<file path="src/rtl/lsu_axi_if.sv">
// AXI4-Lite bundle shared by the load/store unit (master) and its memory slave.
interface axi4_lite_interface #(
   parameter int ADDR_W = 32,
   parameter int DATA_W = 32
) ();
   logic [ADDR_W-1:0]   araddr;
   logic                arvalid;
   logic                arready;
   logic [DATA_W-1:0]   rdata;
   logic [1:0]          rresp;
   logic                rvalid;
   logic                rready;
   logic [ADDR_W-1:0]   awaddr;
   logic                awvalid;
   logic                awready;
   logic [DATA_W-1:0]   wdata;
   logic [DATA_W/8-1:0] wstrb;
   logic                wvalid;
   logic                wready;
   logic [1:0]          bresp;
   logic                bvalid;
   logic                bready;

   modport master (
      output araddr, arvalid, rready, awaddr, awvalid, wdata, wstrb, wvalid, bready,
      input  arready, rdata, rresp, rvalid, awready, wready, bresp, bvalid
   );

   modport slave (
      input  araddr, arvalid, rready, awaddr, awvalid, wdata, wstrb, wvalid, bready,
      output arready, rdata, rresp, rvalid, awready, wready, bresp, bvalid
   );
endinterface

</file>
<file path="src/rtl/lsu_axi.sv">
// Single-outstanding load/store unit driving an AXI4-Lite master port.
// Define LSU_MISALIGN_CHECK_EN to reject misaligned requests with resp_err=2.
module lsu_axi #(
   parameter int ADDR_W = 32,
   parameter int DATA_W = 32
) (
   input  logic              clk,
   input  logic              rst,
   input  logic              req_valid,
   output logic              req_ready,
   input  logic              req_wen,
   input  logic [ADDR_W-1:0] req_addr,
   input  logic [DATA_W-1:0] req_wdata,
   input  logic [1:0]        req_size,
   input  logic              req_unsigned,
   output logic              resp_valid,
   input  logic              resp_ready,
   output logic [DATA_W-1:0] resp_rdata,
   output logic [1:0]        resp_err,
   axi4_lite_interface.master mem
);
   localparam int STRB_W = DATA_W / 8;
   localparam int OFF_W  = $clog2(STRB_W);

   localparam logic [2:0] S_IDLE = 3'd0;
   localparam logic [2:0] S_AR   = 3'd1;
   localparam logic [2:0] S_R    = 3'd2;
   localparam logic [2:0] S_AW_W = 3'd3;
   localparam logic [2:0] S_B    = 3'd4;
   localparam logic [2:0] S_RESP = 3'd5;

   logic [2:0]        r_state;
   logic              r_wen;
   logic [ADDR_W-1:0] r_addr;
   logic [DATA_W-1:0] r_wdata;
   logic [1:0]        r_size;
   logic              r_unsigned;
   logic              r_aw_done;
   logic              r_w_done;
   logic [DATA_W-1:0] r_resp_rdata;
   logic [1:0]        r_resp_err;

   logic [OFF_W-1:0]  w_off;
   logic              w_awvalid;
   logic              w_wvalid;
   logic              w_aw_hs;
   logic              w_w_hs;
   logic              w_aw_fin;
   logic              w_w_fin;
   logic              w_req_bad;
   logic [STRB_W-1:0] w_strb_base;
   logic [DATA_W-1:0] w_ld_shift;
   logic [DATA_W-1:0] w_ld_mask;
   logic              w_ld_sign;
   logic [DATA_W-1:0] w_ld_data;

   assign w_off      = r_addr[OFF_W-1:0];
   assign req_ready  = (r_state == S_IDLE);
   assign resp_valid = (r_state == S_RESP);
   assign resp_rdata = r_resp_rdata;
   assign resp_err   = r_resp_err;

   // Valids are pure functions of registered state, so they cannot be withdrawn early.
   assign w_awvalid = (r_state == S_AW_W) && !r_aw_done;
   assign w_wvalid  = (r_state == S_AW_W) && !r_w_done;
   assign w_aw_hs   = w_awvalid && mem.awready;
   assign w_w_hs    = w_wvalid && mem.wready;
   assign w_aw_fin  = r_aw_done || w_aw_hs;
   assign w_w_fin   = r_w_done || w_w_hs;

   assign mem.arvalid = (r_state == S_AR);
   assign mem.araddr  = {r_addr[ADDR_W-1:OFF_W], {OFF_W{1'b0}}};
   assign mem.rready  = (r_state == S_R);
   assign mem.awvalid = w_awvalid;
   assign mem.awaddr  = {r_addr[ADDR_W-1:OFF_W], {OFF_W{1'b0}}};
   assign mem.wvalid  = w_wvalid;
   assign mem.wdata   = r_wdata << {w_off, 3'b000};
   assign mem.wstrb   = w_strb_base << w_off;
   assign mem.bready  = (r_state == S_B);

   always_comb begin
      case (r_size)
         2'd0:    w_strb_base = STRB_W'(1);
         2'd1:    w_strb_base = STRB_W'(3);
         2'd2:    w_strb_base = STRB_W'(15);
         default: w_strb_base = '1;
      endcase
   end

   always_comb begin
      w_req_bad = (req_size == 2'd3) && (DATA_W == 32);
`ifdef LSU_MISALIGN_CHECK_EN
      case (req_size)
         2'd1:    if (req_addr[0]) w_req_bad = 1'b1;
         2'd2:    if (req_addr[1:0] != 2'b00) w_req_bad = 1'b1;
         2'd3:    if (req_addr[2:0] != 3'b000) w_req_bad = 1'b1;
         default: ;
      endcase
`endif
   end

   // Right shift zero-fills lanes beyond the bus before the extension is applied.
   assign w_ld_shift = mem.rdata >> {w_off, 3'b000};

   always_comb begin
      w_ld_mask = '1;
      w_ld_sign = 1'b0;
      case (r_size)
         2'd0: begin
            w_ld_mask = DATA_W'(8'hFF);
            w_ld_sign = w_ld_shift[7];
         end
         2'd1: begin
            w_ld_mask = DATA_W'(16'hFFFF);
            w_ld_sign = w_ld_shift[15];
         end
         2'd2: begin
            w_ld_mask = DATA_W'(32'hFFFF_FFFF);
            w_ld_sign = w_ld_shift[31];
         end
         default: ;
      endcase
      if (r_unsigned) w_ld_sign = 1'b0;
      w_ld_data = (w_ld_shift & w_ld_mask) | ({DATA_W{w_ld_sign}} & ~w_ld_mask);
   end

   always_ff @(posedge clk) begin
      if (rst) begin
         r_state      <= S_IDLE;
         r_wen        <= 1'b0;
         r_addr       <= '0;
         r_wdata      <= '0;
         r_size       <= 2'd0;
         r_unsigned   <= 1'b0;
         r_aw_done    <= 1'b0;
         r_w_done     <= 1'b0;
         r_resp_rdata <= '0;
         r_resp_err   <= 2'd0;
      end else begin
         case (r_state)
            S_IDLE: begin
               if (req_valid) begin
                  r_wen      <= req_wen;
                  r_addr     <= req_addr;
                  r_wdata    <= req_wdata;
                  r_size     <= req_size;
                  r_unsigned <= req_unsigned;
                  r_aw_done  <= 1'b0;
                  r_w_done   <= 1'b0;
                  if (w_req_bad) begin
                     r_resp_rdata <= '0;
                     r_resp_err   <= 2'd2;
                     r_state      <= S_RESP;
                  end else if (req_wen) begin
                     r_state <= S_AW_W;
                  end else begin
                     r_state <= S_AR;
                  end
               end
            end
            S_AR: begin
               if (mem.arready) r_state <= S_R;
            end
            S_R: begin
               if (mem.rvalid) begin
                  r_resp_rdata <= w_ld_data;
                  r_resp_err   <= (mem.rresp != 2'b00) ? 2'd1 : 2'd0;
                  r_state      <= S_RESP;
               end
            end
            S_AW_W: begin
               if (w_aw_hs) r_aw_done <= 1'b1;
               if (w_w_hs)  r_w_done  <= 1'b1;
               if (w_aw_fin && w_w_fin) begin
                  r_aw_done <= 1'b0;
                  r_w_done  <= 1'b0;
                  r_state   <= S_B;
               end
            end
            S_B: begin
               if (mem.bvalid) begin
                  r_resp_rdata <= '0;
                  r_resp_err   <= (mem.bresp != 2'b00) ? 2'd1 : 2'd0;
                  r_state      <= S_RESP;
               end
            end
            S_RESP: begin
               if (resp_ready) r_state <= S_IDLE;
            end
            default: r_state <= S_IDLE;
         endcase
      end
   end
endmodule

</file>
<file path="src/flat_wrapper.sv">
// flat-port wrapper written by rule: the top's interface ports become plain ports
module lsu_axi_flat 
#(
   parameter int ADDR_W = 32,
   parameter int DATA_W = 32
)
  (clk, rst, req_valid, req_ready, req_wen, req_addr, req_wdata, req_size, req_unsigned, resp_valid, resp_ready, resp_rdata, resp_err, mem_araddr, mem_arvalid, mem_rready, mem_awaddr, mem_awvalid, mem_wdata, mem_wstrb, mem_wvalid, mem_bready, mem_arready, mem_rdata, mem_rresp, mem_rvalid, mem_awready, mem_wready, mem_bresp, mem_bvalid);
  axi4_lite_interface #(.ADDR_W(ADDR_W), .DATA_W(DATA_W)) mem_i ();
  input  logic clk;
  input  logic rst;
  input  logic req_valid;
  output logic req_ready;
  input  logic req_wen;
  input  logic [ADDR_W-1:0] req_addr;
  input  logic [DATA_W-1:0] req_wdata;
  input  logic [1:0] req_size;
  input  logic req_unsigned;
  output logic resp_valid;
  input  logic resp_ready;
  output logic [DATA_W-1:0] resp_rdata;
  output logic [1:0] resp_err;
  output wire logic [$bits(mem_i.araddr)-1:0] mem_araddr;
  output wire logic [$bits(mem_i.arvalid)-1:0] mem_arvalid;
  output wire logic [$bits(mem_i.rready)-1:0] mem_rready;
  output wire logic [$bits(mem_i.awaddr)-1:0] mem_awaddr;
  output wire logic [$bits(mem_i.awvalid)-1:0] mem_awvalid;
  output wire logic [$bits(mem_i.wdata)-1:0] mem_wdata;
  output wire logic [$bits(mem_i.wstrb)-1:0] mem_wstrb;
  output wire logic [$bits(mem_i.wvalid)-1:0] mem_wvalid;
  output wire logic [$bits(mem_i.bready)-1:0] mem_bready;
  input wire logic [$bits(mem_i.arready)-1:0] mem_arready;
  input wire logic [$bits(mem_i.rdata)-1:0] mem_rdata;
  input wire logic [$bits(mem_i.rresp)-1:0] mem_rresp;
  input wire logic [$bits(mem_i.rvalid)-1:0] mem_rvalid;
  input wire logic [$bits(mem_i.awready)-1:0] mem_awready;
  input wire logic [$bits(mem_i.wready)-1:0] mem_wready;
  input wire logic [$bits(mem_i.bresp)-1:0] mem_bresp;
  input wire logic [$bits(mem_i.bvalid)-1:0] mem_bvalid;
  assign mem_araddr = mem_i.araddr;
  assign mem_arvalid = mem_i.arvalid;
  assign mem_rready = mem_i.rready;
  assign mem_awaddr = mem_i.awaddr;
  assign mem_awvalid = mem_i.awvalid;
  assign mem_wdata = mem_i.wdata;
  assign mem_wstrb = mem_i.wstrb;
  assign mem_wvalid = mem_i.wvalid;
  assign mem_bready = mem_i.bready;
  assign mem_i.arready = mem_arready;
  assign mem_i.rdata = mem_rdata;
  assign mem_i.rresp = mem_rresp;
  assign mem_i.rvalid = mem_rvalid;
  assign mem_i.awready = mem_awready;
  assign mem_i.wready = mem_wready;
  assign mem_i.bresp = mem_bresp;
  assign mem_i.bvalid = mem_bvalid;
  lsu_axi #(.ADDR_W(ADDR_W), .DATA_W(DATA_W)) u_core (.clk(clk), .rst(rst), .req_valid(req_valid), .req_ready(req_ready), .req_wen(req_wen), .req_addr(req_addr), .req_wdata(req_wdata), .req_size(req_size), .req_unsigned(req_unsigned), .resp_valid(resp_valid), .resp_ready(resp_ready), .resp_rdata(resp_rdata), .resp_err(resp_err), .mem(mem_i));
endmodule
</file>
<file path="config.mk">
export PLATFORM = sky130hd
export DESIGN_NAME = lsu_axi_flat
export DESIGN_NICKNAME = d
export VERILOG_FILES = /design/src/rtl/lsu_axi_if.sv /design/src/rtl/lsu_axi.sv /design/src/flat_wrapper.sv
export SDC_FILE = /design/constraint.sdc
export NUM_CORES = 1
export LEC_CHECK = 0
export BUFFER_PORTS_ARGS = -buffer_cell sky130_fd_sc_hd__buf_2
export CORE_MARGIN = 5
export CORE_UTILIZATION = 30
export DETAILED_ROUTE_END_ITERATION = 8
export REMOVE_ABC_BUFFERS = 1
export SETUP_SLACK_MARGIN = 0.02
export SLEW_MARGIN = 20
export SYNTH_ARGS = -nofsm -noshare
export SYNTH_HDL_FRONTEND = slang
export SYNTH_SLANG_ARGS = --single-unit
</file>
<file path="constraint.sdc">
create_clock -name clk -period 2.1 [get_ports clk]
set_input_delay 0.42 -clock clk [delete_from_list [all_inputs] [get_ports clk]]
set_output_delay 0.42 -clock clk [all_outputs]
set_load 0.03 [all_outputs]
</file>
==> results of run 1 <==
worst register-to-register path: stages, from the launching register on:
cell     delay [ns]
dfxtp_1        0.50
a21oi_1        0.07
a221o_1        0.36
nor2b_1        0.14
buf_4          0.21
a221o_1        0.38
timing repair:
item                       in CTS  in global routing
cloned                          1                  0
resized for setup               3                  5
setup endpoints to repair       5                  6
setup buffers                   0                  4
where the power goes:
part	internal [µW]	switching, µW	total [µW]	leakage, µW
clock	966	791	1760	0.000142
combinational	1050	2060	3110	0.00221
sequential	2290	236	2520	0.000866
total	4300	3090	7390	0.00322
cell usage after synthesis (4+ instances only):
master,number,share of area [%]
dfxtp_1,106,39
a32oi_1,7,1.1
nand2_1,156,11
nand2b_1,4,0.46
nor2b_1,19,2.2
clkbuf_1,32,2.2
a22o_1,8,1.3
mux2_2,11,2.3
a211o_1,7,1.1
buf_6,4,0.83
a211oi_1,8,1.1
mux2i_1,29,5.3
a221o_1,17,3.1
buf_4,66,9.1
o21ai_0,20,1.8
buf_2,15,1.4
and2_1,9,1.0
nor2_1,34,2.3
a21oi_1,90,8.3
routing by layer:
layer	track usage (%)	vias up	share of wire [%]
met1	20.6	2420	42
met2	27.0	230	46
met3	5.06	16	10
met4	4.71	4	1.3
li1	-	2612	-
met5	0	-	0.15
final timing paths:
| kind | startpoint | end | slack, ns |
|---|---|---|---|
| hold / removal | req_addr[27] | u_core.r_addr[27] | 0.30 |
| setup reg to reg | u_core.r_state[2] | u_core.resp_rdata[20] | 0.32 |
| setup / recovery | u_core.r_addr[0] | mem_wdata[23] | 0.12 |
| hold reg to reg | u_core.r_wdata[27] | u_core.r_wdata[27] | 0.45 |
through the flow:
step | TNS, ns | hold WS (ns) | std cells | area [µm²] | setup slack, ns
finish | 0 | 0.300 | 1089 | 6930 | 0.121
floorplan | -154.59 | 0.426 | 562 | 4730 | -1.85
global placement | 0 | 0.438 | 1068 | 6540 | 0.266
CTS | 0 | 0.277 | 1085 | 6880 | 0.0386
global route | 0 | 0.283 | 1089 | 6930 | 0.0219
detailed placement | 0 | 0.443 | 1068 | 6540 | 0.244
final cells by class:
type | instances | area share, %
Multi-Input combinational cell | 454 | 37.9
Tap cell | 229 | 4.14
Timing Repair Buffer | 282 | 22.7
Sequential cell | 106 | 30.7
Inverter | 2 | 0.108
Clock buffer | 11 | 3.50
Clock inverter | 5 | 0.903
state kept, by name, summed over array words and instances (netlist names):
signal             flops
u_core.r_size          2
u_core.r_wdata        32
u_core.r_aw_done       1
u_core.resp_rdata     32
u_core.r_unsigned      1
u_core.r_state         3
u_core.r_w_done        1
u_core.resp_err        2
u_core.r_addr         32
cells by family after synthesis:
kind of cell / count (synthesis) / synth area share, %
AND/OR/NAND/NOR: 237 / 19.4
AO/OA/AOI/OAI: 173 / 20.3
buffers and inverters: 121 / 13.8
flip-flops: 106 / 38.9
multiplexers: 40 / 7.59
other: 1 / 0.0687
==> impl_results.md, run 1 <==
- CP bufs+invs: 2
- Worst setup SP type: register
- Total power per unit cell area: 1070 nW/µm²
- CORE AREA: about 18,000 µm²
- Delay-heaviest family, CP: buffers and inverters
- Mean Syn Cell Area: a little over 8 µm²
- R2R depth: 5
- Die Wd: approximately 140 µm
- Final Skew: slightly below 0.006 ns
- Critical path class: reg2out
- Buffers added on ports: 249
- Register bit total from synthesis: ~110
- Highest Clock Rate: between 500 and 600 MHz
- Number of cells on the worst hold path: 3
- DR DRC count: 0
- Largest net degree at the start of global routing: 74
- Clk_lat worst skew: 0.35 ns
- EDFF count, synth: 0
- Maxcap violations: 0
- H-tree Lvls: 3
- Slew Viols, Final: 0
- Max transition margin: between 50% and 60%
- Die height: 145 µm
- Fillers: 1,872
- CTS Sinks: 106
- Wirelength per Cell: 16.5 µm
- Worst min path class: in2reg
- ANT cells: 0
- CP required: between 1.5 and 2 ns
- Rows: 49
- Starting DRT DRC Count: 281
- DRT Pass-1 Iters: 4
- Final setup fails: 0
- CTS root buffer: clkbuf_16
- RSZ-0062 raised after global routing: no
- Overflow after GRT: 0
- Initial core utilization: 30.4%
- Netlist cell types: 44
- Overall global routing resource usage: 16.3%
- Ys async rst share: 0%
- TritonCTS Buffers: 9
- Area grow syn2layout: 26.9%
- Via density per instance: 4.85
- Final hold vios: 0
- Hold Buf Count CTS: 0
- Worst-path clk slew: 0.08 ns
- Share of layout cells above drive strength 1: a little under two fifths
- Area occupied by multi-input gates: 2620 µm²
- Post-Syn Area: 5460 µm²
- CTS tree: done
- Crit path time final: 1.98 ns
- Fin crit share: 94.2%
- Sequential element share of the synthesized area: 38.9%
- Full die area: ~21,000 µm²
- WP depth: 5
- GP Congestion: 0.816
- Most common cell after layout, fill and taps aside: buf_2
- Mapped Cells: 678
- Total power draw: 7390 µW
- Routed vias: 5,282
- Peak supply drop: 0.466 mV
- Vias in the first global route: 4,923
- I/O pin cnt: 254
- CP arrival: 1.56 ns
- Crit path largest cell delay: about 0.4 ns
- Wirelength, routed: 17,900 µm
- CP max FO: 9
- Crit path cell chain: nor2b_2 > buf_4 > nand2_1 > o21ai_0 > buf_2
- Layout Nets: 968
- Main synth FF type: dfxtp_1
- Status: complete, no violations
- Post-DP HPWL: about 13,000 µm
- Detail Route Antenna Nets: 0
- Slowest-stage cell, CP: dfxtp_2
- Longest Clk Path Bufs: 2
- Antenna violations before repair: 2
- Critical Path End Type: output port
- Most frequent cells in the layout: buf_2 (248), nand2_1 (155), dfxtp_1 (103)
- Synthesis Warnings: 0
- Layout Utilization: 38.6%
- Worst-Margin Slew: just over 0.6 ns
- Leak pwr: between 0.003 and 0.004 µW
- Global-route wire length before repair: 26,800 µm
- Seq. cell area: 2130 µm²
(Power assumes the default switching activity.)
==> run 2: changes to the inputs <==
clock period = 1.69 ns   (was 2.1 ns; I/O delays follow)
==> run 2 against run 1 <==
The flow now finishes with violations (negative setup slack). Flip-flop and latch count stayed put. Clock skew up 0.0018 ns. Die area unchanged. Register-to-register slack lost 0.41 ns. Cell count up 3.7%. Clock power up 30%. Clock-buffer cell count fell by 2. Critical path type unchanged. Core utilization up 6.7 points.
==> impl_results.md, run 2 (synthesis gave the netlist of run 1 again) <==
- Final setup fails: 44
- ANT cells: 0
- CTS tree: done
- Full die area: between 20,000 and 25,000 µm²
- Met3 Resource Use GR: 6.28%
- Met1 Use GR: 21.4%
- CP max FO: 14
- R2R depth: 6
- Final hold vios: 0
- Die Wd: around 140 µm
- Number of cells on the worst hold path: 3
- Rows: slightly below 50
- Buffers added on ports: 249
- Slew Viols, Final: 0
- Delay-heaviest family, CP: buffers and inverters
- Clk_lat worst skew: 0.36 ns
- Fin worst setup slack: -0.176 ns
- CTS root buffer: clkbuf_16
- Overall global routing resource usage: about 18%
- Failing checks: negative setup slack
- Longest Clk Path Bufs: 2
- Critical path class: reg2out
- Routed vias: between 5,000 and 6,000
- DR DRC count: 0
- CP required: 1.35 ns
- Final Skew: ~0.0077 ns
- Most frequent cells in the layout: buf_2 (206), nand2_1 (153), dfxtp_1 (101)
- Highest Clock Rate: 536 MHz
- Finished Cell Area: approximately 8100 µm²
- H-tree Lvls: 3
- Met2 Usage GRT: 30.2%
- TritonCTS Buffers: 9
- Worst setup startpoint: u_core.r_addr[1]
- Overflow after GRT: 0
- Leak pwr: approximately 0.0036 µW
- RSZ-0062 raised after global routing: yes
- Wirelength, routed: between 15,000 and 20,000 µm
- Most common cell after layout, fill and taps aside: buf_2
- CORE AREA: 18,000 µm²
- Detail Route Antenna Nets: 0
- Largest net degree at the start of global routing: 73
- Starting DRT DRC Count: 285
- Antenna violations before repair: 4
- Initial core utilization: 30.4%
- Total power per unit cell area: 1310 nW/µm²
- Status: finished, violations left
- GP Congestion: 0.807
- Total power draw: 10,700 µW
- Die height: 145 µm
- Slowest-stage cell, CP: dfxtp_4
- Crit path time final: ~1.9 ns
- Crit path cell chain: buf_4 > buf_12 > o21ai_0 > nand2b_1 > buf_6
- TNS Setup: -4.35 ns
- Maxcap violations: 0
- Global-route wire length before repair: between 20,000 and 30,000 µm
- Vias in the first global route: 5,348
- Hold path startpoint: req_addr[23]
- Dpl cell area: between 6000 and 7000 µm²
- Via density per instance: 4.97
- Fillers: 1,753
- Worst-path clk slew: roughly 0.08 ns
- Fin crit share: 110%
- Worst r2r src: u_core.r_addr[1]
- I/O pin cnt: ~250
- Layout Nets: 1,008
- Area occupied by multi-input gates: 2980 µm²
- Peak supply drop: 0.916 mV
- Worst setup SP type: register
- WP depth: 5
- Seq. cell area: between 2000 and 2500 µm²
- Area grow syn2layout: 49.0%
- Worst min path class: in2reg
- Share of layout cells above drive strength 1: 46.8%
- Hold Buf Count CTS: 0
- CP bufs+invs: 3
- Top Usage Layer GRT: met2
- Crit path largest cell delay: 0.47 ns
- Post-DP HPWL: 13,200 µm
- CTS Sinks: around 110
- Critical Path End Type: output port
- CP arrival: between 1.5 and 2 ns
- Wirelength per Cell: between 15 and 20 µm
- DRT Pass-1 Iters: 5
[run 2: changes by cell type in the layout (fill, tap and decap cells not counted), sizes merged]
cell,previous run,this run
buf,281,314
inv,3,7
clkinvlp,2,0
and4b,1,2
bufbuf,1,3
clkbuf,11,13
[run 2: report_power, final]
part / internal, µW / switching, µW / leakage (µW) / total (µW)
Combinational: 2250 / 2950 / 0.00263 / 5200
Sequential: 2850 / 338 / 0.000867 / 3180
Clock: 1200 / 1090 / 0.000156 / 2290
[run 2: cell type report]
cell class,instances,area share [%]
Clock inverter,7,1.14
Multi-Input combinational cell,455,36.6
Clock buffer,9,2.77
Timing Repair Buffer,321,29.6
Inverter,2,0.0923
Tap cell,229,3.52
Sequential cell,106,26.3
[run 2: per-layer routing]
layer	wire (µm)	share of wire (%)	vias to the layer above
li1	-	-	2707
met1	8110	41	2571
met2	9410	47	289
met3	2100	11	31
met4	294	1.5	8
met5	61	0.31	-
[run 2: worst register-to-register path, delay by kind of cell, from the launching register on]
kind	cells	cell delay, ns
buf+inv	2	0.33
flops	1	0.47
mux	1	0.36
compound gates	2	0.42
simple gates	1	0.09
[run 2: worst paths after layout]
kind                          end  slack [ns]
max                  mem_wstrb[3]       -0.18
min             u_core.r_addr[23]        0.20
max reg2reg  u_core.resp_rdata[8]       -0.09
min reg2reg    u_core.r_wdata[24]        0.46
[run 2: metrics by stage]
step           hold WS, ns  worst slack (ns)  std cells  utilization, %
2_1_floorplan        0.407             -2.26        562               -
3_3_place_gp         0.438            0.0155       1082            37.4
3_5_place_dp         0.443           -0.0111       1082            37.4
4_1_cts              0.186            -0.213       1116            42.8
5_1_grt              0.178            -0.250       1129            45.3
6_report             0.199            -0.176       1129            45.3
[run 2: timing repair]
item,4_1_cts,5_1_grt
gates resized for setup,118,78
cloned,6,6
endpoints found under the hold margin,0,0
buffers inserted,12,10
endpoints found under the setup margin,67,73
pin swaps,7,30
